[src/rtl/vec_pkg.sv]
// Shared vector types for the fifo_math subtract path and its arbiter.
// A vector is ARRAY_SIZE signed lanes; requesters are identified by a one-bit id.
package vec_pkg;

    localparam int DATA_WIDTH = 32;
    localparam int ARRAY_SIZE = 3;
    localparam int NUM_REQ    = 2;

    typedef logic signed [DATA_WIDTH-1:0] lane_t;
    typedef lane_t [ARRAY_SIZE-1:0]       vec_t;
    typedef logic                         req_id_t;

    localparam req_id_t REQ0 = 1'b0;
    localparam req_id_t REQ1 = 1'b1;

    function automatic req_id_t other_req(input req_id_t r);
        return req_id_t'(~r);
    endfunction

endpackage

[src/rtl/sub_arbiter_if.sv]
// Operand, subtract-unit and result signals shared between sub_arbiter and its environment.
// master is the arbiter side; slave is the requesters plus the shared sub unit.
interface sub_arbiter_if;
    import vec_pkg::*;

    vec_t [NUM_REQ-1:0] req_x;
    vec_t [NUM_REQ-1:0] req_y;
    logic [NUM_REQ-1:0] req_empty;
    logic [NUM_REQ-1:0] req_rd_en;

    vec_t               sub_x;
    vec_t               sub_y;
    logic               sub_in_empty;
    logic               sub_in_rd_en;
    vec_t               sub_out;
    logic               sub_out_empty;
    logic               sub_out_rd_en;

    vec_t [NUM_REQ-1:0] res_out;
    logic [NUM_REQ-1:0] res_empty;
    logic [NUM_REQ-1:0] res_rd_en;

    modport master (
        input  req_x, req_y, req_empty, sub_in_rd_en, sub_out, sub_out_empty, res_rd_en,
        output req_rd_en, sub_x, sub_y, sub_in_empty, sub_out_rd_en, res_out, res_empty
    );

    modport slave (
        output req_x, req_y, req_empty, sub_in_rd_en, sub_out, sub_out_empty, res_rd_en,
        input  req_rd_en, sub_x, sub_y, sub_in_empty, sub_out_rd_en, res_out, res_empty
    );

endinterface

[src/rtl/sub_arbiter_tag_fifo.sv]
// First-word-fall-through FIFO of requester ids, one entry per operation inside sub.
// DEPTH must be a power of two so the pointers wrap by natural overflow.
module tag_fifo
    import vec_pkg::*;
#(
    parameter  int DEPTH = 16,
    localparam int AW    = $clog2(DEPTH),
    localparam int CW    = $clog2(DEPTH) + 1
) (
    input  logic          clock_i,
    input  logic          reset_ni,
    input  logic          push_i,
    input  req_id_t       data_i,
    input  logic          pop_i,
    output req_id_t       data_o,
    output logic [CW-1:0] count_o,
    output logic          full_o,
    output logic          empty_o
);

    req_id_t       mem_q [DEPTH];
    logic [AW-1:0] wr_ptr_q, wr_ptr_d;
    logic [AW-1:0] rd_ptr_q, rd_ptr_d;
    logic [CW-1:0] count_q, count_d;
    logic          do_push;
    logic          do_pop;

    assign full_o  = (count_q == CW'(DEPTH));
    assign empty_o = (count_q == '0);
    assign count_o = count_q;
    assign data_o  = mem_q[rd_ptr_q];

    // A push into a full FIFO is dropped even if a pop happens in the same cycle.
    assign do_push = push_i & ~full_o;
    assign do_pop  = pop_i & ~empty_o;

    always_comb begin
        wr_ptr_d = wr_ptr_q;
        rd_ptr_d = rd_ptr_q;
        count_d  = count_q;
        if (do_push) begin
            wr_ptr_d = wr_ptr_q + AW'(1);
        end
        if (do_pop) begin
            rd_ptr_d = rd_ptr_q + AW'(1);
        end
        count_d = count_q + CW'(do_push) - CW'(do_pop);
    end

    always_ff @(posedge clock_i) begin
        if (!reset_ni) begin
            wr_ptr_q <= '0;
            rd_ptr_q <= '0;
            count_q  <= '0;
        end else begin
            wr_ptr_q <= wr_ptr_d;
            rd_ptr_q <= rd_ptr_d;
            count_q  <= count_d;
        end
    end

    always_ff @(posedge clock_i) begin
        if (do_push) begin
            mem_q[wr_ptr_q] <= data_i;
        end
    end

endmodule

[src/rtl/sub_arbiter.sv]
// Round-robin sharing of one vector subtract unit between two FWFT requesters.
// Issued operations are tagged with their requester so results return in issue order.
module sub_arbiter
    import vec_pkg::*;
#(
    parameter int TAG_DEPTH = 16,
    parameter int MAX_BURST = 4
) (
    input logic           clock_i,
    input logic           reset_ni,
    sub_arbiter_if.master bus
);

    localparam int CW = $clog2(TAG_DEPTH) + 1;
    localparam int BW = $clog2(MAX_BURST + 1);

    req_id_t            last_q, last_d;
    logic [BW-1:0]      burst_q, burst_d;
    req_id_t            grant;
    logic               any_req;
    logic               in_burst;
    logic               in_empty;
    logic               issue;

    req_id_t            tag_head;
    logic [CW-1:0]      tag_count;
    logic               tag_full;
    logic               tag_empty;
    logic               tag_pop;
    logic [NUM_REQ-1:0] res_empty;

    assign any_req  = ~&bus.req_empty;
    // burst_q == 0 only right after reset, so the first tie goes to other_req(last_q).
    assign in_burst = (burst_q != '0) && (burst_q < BW'(MAX_BURST));

    always_comb begin
        grant = last_q;
        if (!bus.req_empty[0] && bus.req_empty[1]) begin
            grant = REQ0;
        end else if (bus.req_empty[0] && !bus.req_empty[1]) begin
            grant = REQ1;
        end else if (!bus.req_empty[0] && !bus.req_empty[1]) begin
            grant = in_burst ? last_q : other_req(last_q);
        end
    end

    always_comb begin
        in_empty      = ~reset_ni | ~any_req | tag_full;
        issue         = bus.sub_in_rd_en & ~in_empty;
        bus.req_rd_en = '0;
        if (issue) begin
            bus.req_rd_en[grant] = 1'b1;
        end
        bus.sub_in_empty = in_empty;
        bus.sub_x        = bus.req_x[grant];
        bus.sub_y        = bus.req_y[grant];
    end

    always_comb begin
        last_d  = last_q;
        burst_d = burst_q;
        if (issue) begin
            if (grant == last_q) begin
                if (burst_q < BW'(MAX_BURST)) begin
                    burst_d = burst_q + BW'(1);
                end
            end else begin
                last_d  = grant;
                burst_d = BW'(1);
            end
        end
    end

    always_ff @(posedge clock_i) begin
        if (!reset_ni) begin
            last_q  <= REQ1;
            burst_q <= '0;
        end else begin
            last_q  <= last_d;
            burst_q <= burst_d;
        end
    end

    tag_fifo #(
        .DEPTH (TAG_DEPTH)
    ) u_tag_fifo (
        .clock_i  (clock_i),
        .reset_ni (reset_ni),
        .push_i   (issue),
        .data_i   (grant),
        .pop_i    (tag_pop),
        .data_o   (tag_head),
        .count_o  (tag_count),
        .full_o   (tag_full),
        .empty_o  (tag_empty)
    );

    // Only the requester owning the head tag may see the result; the other is blocked.
    always_comb begin
        res_empty = '1;
        for (int r = 0; r < NUM_REQ; r++) begin
            res_empty[r]   = ~reset_ni | bus.sub_out_empty | tag_empty | (tag_head != req_id_t'(r));
            bus.res_out[r] = bus.sub_out;
        end
        tag_pop           = bus.res_rd_en[tag_head] & ~res_empty[tag_head];
        bus.sub_out_rd_en = tag_pop;
        bus.res_empty     = res_empty;
    end

    a_full_matches_count : assert property (
        @(posedge clock_i) disable iff (!reset_ni) tag_full == (tag_count == CW'(TAG_DEPTH))
    );

    a_single_pop : assert property (
        @(posedge clock_i) disable iff (!reset_ni) $onehot0(bus.req_rd_en)
    );

endmodule
[src/flat_wrapper.sv]
// flat-port wrapper written by rule: the top's interface ports become plain ports
module sub_arbiter_flat import vec_pkg::*;
#(
    parameter int TAG_DEPTH = 16,
    parameter int MAX_BURST = 4
)
  (clock_i, reset_ni, bus_req_x, bus_req_y, bus_req_empty, bus_sub_in_rd_en, bus_sub_out, bus_sub_out_empty, bus_res_rd_en, bus_req_rd_en, bus_sub_x, bus_sub_y, bus_sub_in_empty, bus_sub_out_rd_en, bus_res_out, bus_res_empty);
  sub_arbiter_if bus_i ();
  input logic clock_i;
  input logic reset_ni;
  input wire logic [$bits(bus_i.req_x)-1:0] bus_req_x;
  input wire logic [$bits(bus_i.req_y)-1:0] bus_req_y;
  input wire logic [$bits(bus_i.req_empty)-1:0] bus_req_empty;
  input wire logic [$bits(bus_i.sub_in_rd_en)-1:0] bus_sub_in_rd_en;
  input wire logic [$bits(bus_i.sub_out)-1:0] bus_sub_out;
  input wire logic [$bits(bus_i.sub_out_empty)-1:0] bus_sub_out_empty;
  input wire logic [$bits(bus_i.res_rd_en)-1:0] bus_res_rd_en;
  output wire logic [$bits(bus_i.req_rd_en)-1:0] bus_req_rd_en;
  output wire logic [$bits(bus_i.sub_x)-1:0] bus_sub_x;
  output wire logic [$bits(bus_i.sub_y)-1:0] bus_sub_y;
  output wire logic [$bits(bus_i.sub_in_empty)-1:0] bus_sub_in_empty;
  output wire logic [$bits(bus_i.sub_out_rd_en)-1:0] bus_sub_out_rd_en;
  output wire logic [$bits(bus_i.res_out)-1:0] bus_res_out;
  output wire logic [$bits(bus_i.res_empty)-1:0] bus_res_empty;
  assign bus_i.req_x = bus_req_x;
  assign bus_i.req_y = bus_req_y;
  assign bus_i.req_empty = bus_req_empty;
  assign bus_i.sub_in_rd_en = bus_sub_in_rd_en;
  assign bus_i.sub_out = bus_sub_out;
  assign bus_i.sub_out_empty = bus_sub_out_empty;
  assign bus_i.res_rd_en = bus_res_rd_en;
  assign bus_req_rd_en = bus_i.req_rd_en;
  assign bus_sub_x = bus_i.sub_x;
  assign bus_sub_y = bus_i.sub_y;
  assign bus_sub_in_empty = bus_i.sub_in_empty;
  assign bus_sub_out_rd_en = bus_i.sub_out_rd_en;
  assign bus_res_out = bus_i.res_out;
  assign bus_res_empty = bus_i.res_empty;
  sub_arbiter #(.TAG_DEPTH(TAG_DEPTH), .MAX_BURST(MAX_BURST)) u_core (.clock_i(clock_i), .reset_ni(reset_ni), .bus(bus_i));
endmodule
[config.mk]
export PLATFORM = sky130hd
export DESIGN_NAME = sub_arbiter_flat
export DESIGN_NICKNAME = d
export VERILOG_FILES = /design/src/rtl/vec_pkg.sv /design/src/rtl/sub_arbiter_if.sv /design/src/rtl/sub_arbiter_tag_fifo.sv /design/src/rtl/sub_arbiter.sv /design/src/flat_wrapper.sv
export SDC_FILE = /design/constraint.sdc
export NUM_CORES = 1
export LEC_CHECK = 0
export ABC_AREA = 1
export BUFFER_PORTS_ARGS = -buffer_cell sky130_fd_sc_hd__buf_4
export CORE_AREA = 4 4 342 344
export DETAILED_ROUTE_END_ITERATION = 7
export DIE_AREA = 0 0 346 348
export PLACE_DENSITY = 0.3
export SETUP_SLACK_MARGIN = 0.15
export SYNTH_ARGS = -nofsm -noshare
export SYNTH_HDL_FRONTEND = slang
export SYNTH_SLANG_ARGS = --single-unit
[constraint.sdc]
create_clock -name clock_i -period 7.9 [get_ports clock_i]
set_input_delay 1.185 -clock clock_i [delete_from_list [all_inputs] [get_ports clock_i]]
set_output_delay 1.185 -clock clock_i [all_outputs]
set_load 0.02 [all_outputs]
==> metrics.yaml <==
worst_setup_path:
  crit_path_start: "bus_req_empty[1]"
  crit_fanout: 59
  r2r_slack_ns: 4.89
  r2r_cells: 18
  setup.worst_path.start_class: "input port"
  slowest_delay_ns: 0.48
  cp-end-kind: "output pin"
  critPathSlowestCell: "buf_4"
  cp-endpoint: "bus_sub_x[16]"
  critPathKind: "in2out"
  cpMostUsedCell: "buf_4"
  crit_family: "buffers and inverters"
  required_ns: 6.71
  arrival_ns: 3.85
  path_buf_inv: 4
  r2r-end: "u_core.u_tag_fifo.count_o[4]$_SDFF_PN0_"
  worst-path-stages: 9
  path_cells: "buf_4 > nor3_1 > o21ai_1 > nand2_8 > buf_4 > buf_4 > nand2_1 > nand2_1 > buf_4"
synth:
  synth_compound_area_frac: 0.0253
  synth-adder-area-share: 0.0316
  synthFlopType: "dfxtp_1"
  synth.avg_cell_area_um2: 5.53
  synthMuxAreaShare: 0
  yosys.area_share.simple: 0.455
  synthesis.area_um2: 5780
  synth_top_family_by_area: "simple AND/OR/NAND/NOR gates"
  yosys_register_bits: 37
  netlist_instances: 1045
  yosysSeqAreaShare: 0.156
  synth_cell_types: 30
  synth_top_cell_by_area: "nand2_1"
  yosys.area_share.xor_xnor: 0.00455
  synth-warning-count: 0
  synth-edff-count: 16
  async_reset_ff_frac: 0
  synth_area_leaders: "nand2_1 41%, buf_4 28%, edfxtp_1 8.3%"
  synth_top_area_frac: 0.406
  syn-num-nets: 1547
pwr:
  combPwrFrac: 0.719
  internal_power_mw: 0.853
  p_leak_nw: 5.52
  seqPwrFrac: 0.132
  p_per_area_nw_per_um2: 169
  netSwitchingPower_mw: 0.945
  p_clk_frac: 0.150
  sw_frac_of_total: 0.526
  vdd_drop_max_v: 0.0000652
timing:
  setup_tns_ns: 0
  finalMaxSlewViolations: 0
  setup_ws_ns: 2.86
  rsz0062_at_grt: "no"
  fin_crit_sh: 0.638
  period_needed_ns: 5.04
  max_freq_ghz: 0.198
  hold_viol: 0
  slew_headroom: 0.478
  setup_viol: 0
  skew_ns: 0.00756
  timing_worst_slew_pin_value_ns: 0.783
  hold_ws_ns: 0.492
global_routing:
  antenna_found_initial: 16
  grt_pass1_wl_um: 79700
  use_met2: 0.152
  grt_usage: 0.0986
  overflow: 0
  met1_usage: 0.118
  grt_pass1_vias: 8020
  grt-busiest-layer: "met2"
  grt_max_degree: 109
  grt_use_met3: 0.0607
layout:
  layout.nets: 1911
  stdcell_area_um2: 10600
  final_core_util: 0.0935
  fill_cells: 13700
  area_growth_pct: 84.2
  drive_gt1_frac: 0.433
min_path:
  min-delay-start: "u_core.u_tag_fifo.wr_ptr_q[2]$_SDFFE_PN0P_"
  hold_class: "reg2reg"
floorplan:
  die_y_um: 348
  fp.dieArea_um2: 120000
  die_w_um: 346
  io_pins: 878
  placeableCoreArea_um2: 114000
  rows: 124
  initial_core_util: 0.0508
clock_tree:
  cts_root_buffer: "clkbuf_16"
  clock_latency_ns: 0.29
  cts_setup_buffers: 0
  clkTransAtPathRegs_ns: 0.06
  cts.sinks: 37
  numCtsBuffers: 5
  cts_tree: "yes"
  holdBufCountCts: 0
  h-tree-depth: 2
  clk_path_buf_depth: 2
  postCtsResizedCells: 0
detailed_routing:
  vias: 7688
  ant_nets: 0
  finalWirelength_um: 63400
  first_pass_iters: 5
  wire_per_inst_um: 21.7
  drt_iter0_drc: 433
  drc: 0
  viasPerCell: 2.63
status:
  status: "finished, final reports clean"
placement:
  dpl_worst_slack_ns: 2.75
  dpl_cell_area_um2: 10400
  place_congestion: 0.873
  dp_hpwl_um: 58200
  portBuffers: 589
run:
  cap_violations: 0
==> per-layer routing <==
layer	part of all wire	wire length (µm)	vias to the layer above
li1	-	-	3680
met1	0.41	25700	3355
met5	0.00092	58	-
met2	0.43	27400	541
met4	0.019	1190	10
met3	0.14	8980	102
==> layout by cell type, fill, tap and decap left out, types with 2 or more instances in the layout <==
| master | n |
|---|---|
| nand2_1 | 626 |
| buf_4 | 593 |
| inv_1 | 42 |
| nor2_1 | 30 |
| dfxtp_1 | 21 |
| nand3_1 | 18 |
| edfxtp_1 | 16 |
| ha_1 | 13 |
| a21oi_1 | 11 |
| o21ai_0 | 6 |
| clkbuf_16 | 5 |
| diode_2 | 4 |
| nand4_1 | 4 |
| nand3_2 | 3 |
| inv_6 | 2 |
| xor2_1 | 2 |
| a31oi_1 | 2 |
| bufinv_16 | 2 |
==> through the flow <==
stage               power [mW]  instances
CTS                       1.87       2922
finish                    1.80       2926
detailed placement        1.60       2914
global placement          1.60       2914
floorplan                0.953       1045
global route              1.95       2922
==> worst reg2reg max path, cell delays in order (launching register included) <==
cell and delay, ns:
dfxtp_1 0.59, inv_6 0.09, nand2_1 0.08, nand3_1 0.08
nand3_1 0.11, nand3_2 0.10, nand2_1 0.14, nand2_2 0.08
nand3_2 0.14, inv_1 0.07, ha_1 0.27, inv_1 0.04
ha_1 0.23, fa_1 0.44, nand2_1 0.08, a21oi_1 0.06
nor2_1 0.13, o21ai_0 0.09, a21oi_1 0.12
==> kinds of logic (layout without fill, tap and decap cells) <==
family                   after synthesis  after routing
adder cells (fa/ha/maj)               14             14
other                                  0              4
XOR/XNOR                               3              3
AO/OA/AOI/OAI                         25             25
AND/OR/NAND/NOR                      685            685
flip-flops                            37             37
buffers and inverters                281            646
==> worst min path at each step <==
stage,endpoint,depth (start not counted),slack [ns]
6_report,u_core.u_tag_fifo.wr_ptr_q[2]$_SDFFE_PN0P_,2,0.49
5_1_grt,u_core.u_tag_fifo.wr_ptr_q[2]$_SDFFE_PN0P_,2,0.53
4_1_cts,u_core.u_tag_fifo.wr_ptr_q[2]$_SDFFE_PN0P_,2,0.50
2_1_floorplan,u_core.burst_q[2]$_SDFFE_PN0P_,2,0.46
3_3_place_gp,u_core.u_tag_fifo.wr_ptr_q[2]$_SDFFE_PN0P_,2,0.49
3_5_place_dp,u_core.u_tag_fifo.wr_ptr_q[2]$_SDFFE_PN0P_,2,0.49
==> power by group through the flow <==
stage	logic, mW	registers (mW)	clock network (mW)
after floorplan	0.719	0.235	0
after global placement	1.36	0.242	0
after detailed placement	1.35	0.242	0
after CTS	1.36	0.237	0.279
after global routing	1.42	0.240	0.285
final	1.29	0.237	0.269
==> cell type report <==
type | instances | area, µm² | share of cell area
Sequential cell | 37 | 901 | 0.0846
Tap cell | 1512 | 1890 | 0.178
Clock buffer | 5 | 125 | 0.0118
Antenna cell | 4 | 10.0 | 0.000940
Timing Repair Buffer | 594 | 4470 | 0.420
Inverter | 44 | 178 | 0.0167
Multi-Input combinational cell | 727 | 3000 | 0.282
Clock inverter | 3 | 68.8 | 0.00646
==> cells in the mapped netlist (all sizes together) (2+ instances only) <==
cell / instances
a21oi: 11
a31oi: 2
buf: 234
clkbuf: 3
dfxtp: 21
edfxtp: 16
ha: 13
inv: 44
nand2: 628
nand3: 21
nand4: 4
nor2: 30
o21ai: 8
xor2: 2
Power figures use the tool's default switching activity.
